### src/rtl/vga_timing_gen.sv
// 640x480@60 VGA raster timing: pixel counters plus registered sync/active/start flags.
// Optional VGA_PIPE_DELAY_EN delays hs/vs/active by PIPE_DELAY cycles to match the draw stages.
module vga_timing_gen #(
   parameter int H_VISIBLE  = 640,
   parameter int H_FRONT    = 16,
   parameter int H_SYNC     = 96,
   parameter int H_BACK     = 48,
   parameter int V_VISIBLE  = 480,
   parameter int V_FRONT    = 10,
   parameter int V_SYNC     = 2,
   parameter int V_BACK     = 33,
   parameter bit HS_ACTIVE  = 1'b0,
   parameter bit VS_ACTIVE  = 1'b0,
   parameter int FC_W       = 8,
   parameter int PIPE_DELAY = 1
) (
   input  logic            vga_clk,
   input  logic            reset,
   output logic [9:0]      DrawX,
   output logic [9:0]      DrawY,
   output logic            hs,
   output logic            vs,
   output logic            active,
   output logic            line_start,
   output logic            frame_start,
   output logic [FC_W-1:0] frame_count
);

   localparam int H_TOTAL = H_VISIBLE + H_FRONT + H_SYNC + H_BACK;
   localparam int V_TOTAL = V_VISIBLE + V_FRONT + V_SYNC + V_BACK;

   if (H_TOTAL > 1024 || V_TOTAL > 1024) begin : g_total_chk
      $error("vga_timing_gen: H_TOTAL and V_TOTAL must be at most 1024");
   end
   if (PIPE_DELAY < 1 || PIPE_DELAY > 4) begin : g_delay_chk
      $error("vga_timing_gen: PIPE_DELAY must be in 1..4");
   end

`ifdef VGA_PIPE_DELAY_EN
   localparam int STAGES = PIPE_DELAY;
`else
   localparam int STAGES = 0;
`endif

   localparam logic [9:0]  X_LAST = 10'(H_TOTAL - 1);
   localparam logic [9:0]  Y_LAST = 10'(V_TOTAL - 1);
   localparam logic [10:0] HS_BEG = 11'(H_VISIBLE + H_FRONT);
   localparam logic [10:0] HS_END = 11'(H_VISIBLE + H_FRONT + H_SYNC);
   localparam logic [10:0] VS_BEG = 11'(V_VISIBLE + V_FRONT);
   localparam logic [10:0] VS_END = 11'(V_VISIBLE + V_FRONT + V_SYNC);
   localparam logic [10:0] H_VIS  = 11'(H_VISIBLE);
   localparam logic [10:0] V_VIS  = 11'(V_VISIBLE);
   // {hs, vs, active} at the idle position (H_TOTAL-1, V_TOTAL-1)
   localparam logic [2:0]  FLG_RST = {~HS_ACTIVE, ~VS_ACTIVE, 1'b0};

   logic [9:0] nx, ny;
   logic       hs_n, vs_n, act_n;
   logic [STAGES:0][2:0] flg_pipe;

   // Flags are decoded from the next position so they land with the counters
   always_comb begin
      nx = DrawX + 10'd1;
      ny = DrawY;
      if (DrawX == X_LAST) begin
         nx = '0;
         ny = (DrawY == Y_LAST) ? 10'd0 : DrawY + 10'd1;
      end
      hs_n  = ({1'b0, nx} >= HS_BEG && {1'b0, nx} < HS_END) ? HS_ACTIVE : ~HS_ACTIVE;
      vs_n  = ({1'b0, ny} >= VS_BEG && {1'b0, ny} < VS_END) ? VS_ACTIVE : ~VS_ACTIVE;
      act_n = ({1'b0, nx} < H_VIS) && ({1'b0, ny} < V_VIS);
   end

   always_ff @(posedge vga_clk) begin
      if (reset) begin
         DrawX       <= X_LAST;
         DrawY       <= Y_LAST;
         line_start  <= 1'b0;
         frame_start <= 1'b0;
         frame_count <= '1;
      end else begin
         DrawX       <= nx;
         DrawY       <= ny;
         line_start  <= (nx == 10'd0);
         frame_start <= (nx == 10'd0) && (ny == 10'd0);
         if (nx == 10'd0 && ny == 10'd0)
            frame_count <= frame_count + 1'b1;
      end
   end

   // Stage 0 is zero-skew; later stages only exist with the delay feature
   always_ff @(posedge vga_clk) begin
      if (reset) begin
         for (int i = 0; i <= STAGES; i++)
            flg_pipe[i] <= FLG_RST;
      end else begin
         flg_pipe[0] <= {hs_n, vs_n, act_n};
         for (int i = 1; i <= STAGES; i++)
            flg_pipe[i] <= flg_pipe[i-1];
      end
   end

   assign {hs, vs, active} = flg_pipe[STAGES];

endmodule

### config.mk
export PLATFORM = sky130hd
export DESIGN_NAME = vga_timing_gen
export DESIGN_NICKNAME = d
export VERILOG_FILES = /design/src/rtl/vga_timing_gen.sv
export SDC_FILE = /design/constraint.sdc
export NUM_CORES = 1
export LEC_CHECK = 0
export CAP_MARGIN = 10
export CORE_UTILIZATION = 47
export DETAILED_ROUTE_END_ITERATION = 10
export GPL_TIMING_DRIVEN = 0
export MAX_ROUTING_LAYER = met4
export PLACE_DENSITY = 0.76
export SYNTH_ARGS = -nofsm -noshare
export SYNTH_HDL_FRONTEND = slang
export SYNTH_SLANG_ARGS = --single-unit
### constraint.sdc
create_clock -name vga_clk -period 2.83 [get_ports vga_clk]
set_clock_uncertainty 0.15 [all_clocks]
set_input_delay 0.283 -clock vga_clk [delete_from_list [all_inputs] [get_ports vga_clk]]
set_output_delay 0.283 -clock vga_clk [all_outputs]
set_load 0.1 [all_outputs]
==> run_results.csv <==
group,metric,value,unit
yosys,ys_types,54,
timing,worst_pin_slew,0.984,ns
pwr,ir_drop,0.759,mV
yosys,synth_ff_type,"dfxtp_1",
floorplanning,die-width,64.9,um
placed_design,port_buffers,34,
yosys,synth_area,0.00186,mm^2
setup_path,worst-path-stages,8,
timing,final.min_clock_period,2.85,ns
setup_path,path_class,"reg -> reg",
timing,final-hold-violation-count,0,
grt,grt_pass1_vias,1772,
min_path,hold_depth,1,
clocking,cts_tree,"yes",
drt,drcViolationCount,0,
grt,antenna_found_initial,0,
final_layout,n_fill_cell,305,
yosys,yosysWarnings,0,
setup_path,path_buf_inv,1,
final_layout,nNetsFinal,284,
min_path,hp-class,"reg -> reg",
timing,setup_ws,-0.0202,ns
yosys,synth_nets,230,
drt,routedWlPerCell,16.3,um
yosys,syn_inst,224,
setup_path,path_cells,"or4b_4 > or3_4 > o31ai_4 > o211ai_4 > a2111oi_4 > buf_6 > mux2i_1 > nand2_1",
clocking,clk_pin_slew,0.07,ns
drt,dr_total_vias,1979,
grt,grt_max_degree,12,
final_layout,drive_gt1_share,28.3,%
run,drv_cap,0,
grt,grtUsageTotal,27.2,%
drt,dr.pass1.iters,4,
timing,finalCritPeriodShare,101,%
drt,final_antenna_net_count,0,
grt,grt-ovfl-total,0,
timing,maxSlewHeadroom,34.2,%
pwr,power_density,1080,mW/mm^2
floorplanning,die_area,0.00422,mm^2
yosys,ys_async_sr_fraction,0,%
timing,rsz0062_at_grt,"true",
setup_path,slowest_delay,0.63,ns
setup_path,critPathLaunchType,"flip-flop",
setup_path,reg2reg_slack,-0.02,ns
setup_path,r2r_cells,8,
floorplanning,start_util,49.7,%
placed_design,hpwl,3340,um
clocking,cts_max_level,2,
drt,drt-total-wl,5330,um
clocking,ctsLongestPathBuffers,2,
timing,max_freq,0.351,GHz
floorplanning,ios,35,
drt,drt_iter0_markers,178,
yosys,synth_edf_count,0,
placed_design,dpl-instance-area,0.00232,mm^2
clocking,cts-root-buf,"clkbuf_8",
setup_path,critPathTopFamily,"simple AND/OR/NAND/NOR gates",
clocking,cts_sinks,33,
status,run_status,"finished with violations",
drt,avgViaCountPerCell,6.05,
final_layout,syn_to_final_growth,42.8,%
floorplanning,rows,22,
timing,setup_viol,2,
floorplanning,dieHeight,64.9,um
setup_path,worstPathRequired,2.85,ns
final_layout,final_util,71.0,%
grt,grt_pass1_wl,8520,um
status,violations,"setup timing",
clocking,hold_buffers,0,
clocking,clock_latency,0.30,ns
yosys,syn-mean-instance-area,8.31,um^2
setup_path,crit_arrival,2.87,ns
setup_path,cp_slowest_cell,"or4b_4",
floorplanning,coreArea,0.00374,mm^2
final_layout,final_cell_area,0.00266,mm^2
timing,drv_slew,0,
yosys,synth-seq-cells,33,
pwr,p_leak,0.000981,uW
clocking,cts_buffers,5,
setup_path,cp_max_fo,7,
setup_path,cp-end-kind,"flip-flop",
final_layout,antennaDiodeCount,0,
placed_design,gp_congestion,0.894,
yosys,yosysSeqAreaShare,35.5,%
## synthesized netlist by cell type (all sizes together) (3+ instances only)
cell type   n  area [um^2]
o31ai       3         36.3
a31oi       5         31.3
ha          4         50.1
buf         4         25.0
and4        6         58.8
o21ai      15         75.1
nand3      12         60.1
or3         6         43.8
xnor2       9         78.8
and2        3         20.0
nand4       7         43.8
and3        6         37.5
nor4        7         50.1
inv         7         26.3
nor2       18         67.6
clkbuf     10         37.5
nor3        6         35.0
nand2      22         82.6
dfxtp      33          661
or4         4         33.8
a21oi       7         35.0
xor2        3         26.3
## per-stage QoR
stage | hold WS, ns | cells | power [uW] | TNS (ns) | setup WS (ns)
6_report | 0.346 | 327 | 2880 | -0.0397 | -0.0202
5_1_grt | 0.378 | 327 | 3030 | -0.577 | -0.103
3_3_place_gp | 0.307 | 306 | 2290 | -2.24 | -0.325
2_1_floorplan | 0.207 | 224 | 1970 | -1.71 | -0.228
4_1_cts | 0.332 | 325 | 2760 | -0.238 | -0.0780
3_5_place_dp | 0.319 | 306 | 2310 | -2.89 | -0.376
## state kept, by name (all words and copies together), names as in the netlist
signal and cells:
flg_pipe 3, DrawX 10, line_start 1, frame_start 1, frame_count 8, DrawY 10
## layer usage
metal	global-route usage, %	wire length, um	share of wire, %	vias up
li1	-	-	-	943
met1	34.9	2190	41	925
met2	41.4	2590	49	97
met3	4.58	413	7.8	14
met4	12.5	133	2.5	0
met5	-	0	0	-
## cells by family after synthesis
logic type               count (synthesis)  synth area share, %
buffers and inverters                   21                 4.77
adder cells (fa/ha/maj)                  4                 2.69
AO/OA/AOI/OAI                           47                 18.5
AND/OR/NAND/NOR                        106                 32.3
multiplexers                             1                0.538
flip-flops                              33                 35.5
XOR/XNOR                                12                 5.65
## power breakdown
part           switching [uW]  total (uW)  internal [uW]
clock network             185         355            170
logic                    1270        1840            567
registers                 114         687            572
## placed cells by master (no fill, tap or decap), types with 5 or more instances in the layout
master and count:
a21oi_1 7, a31oi_1 5, buf_4 19, clkbuf_1 6
clkbuf_8 5, clkdlybuf4s50_1 34, dfxtp_1 17, dfxtp_2 9
dfxtp_4 7, inv_1 7, nand2_1 21, nand3_1 10
nand4_1 7, nor2_1 18, nor3_1 5, o21ai_0 9
xnor2_1 6
## area by class of cell
class | count | area, um^2 | area share (%)
buffer | 8 | 35.0 | 1.32
clock buffer | 6 | 72.6 | 2.73
clock inverter | 2 | 10.0 | 0.376
inverter | 7 | 26.3 | 0.988
multi-input combinational | 170 | 1270 | 47.8
sequential | 33 | 698 | 26.3
tap | 48 | 60.1 | 2.26
timing repair buffer | 53 | 487 | 18.3
## worst paths after layout
path,from,end
max,DrawX[6]$_SDFF_PP0_,frame_count[1]$_SDFFE_PP1P_
min,DrawX[0]$_SDFF_PP1_,DrawX[0]$_SDFF_PP1_
max reg2reg,DrawX[6]$_SDFF_PP0_,frame_count[1]$_SDFFE_PP1P_
min reg2reg,DrawX[0]$_SDFF_PP1_,DrawX[0]$_SDFF_PP1_
## repair_timing
item | CTS | global route
setup buffers | 14 | 5
gates resized for setup | 12 | 20
hold endpoints to repair | 0 | 0
pin swaps | 11 | 9
endpoints found under the setup margin | 10 | 9
(Power assumes the default switching activity.)
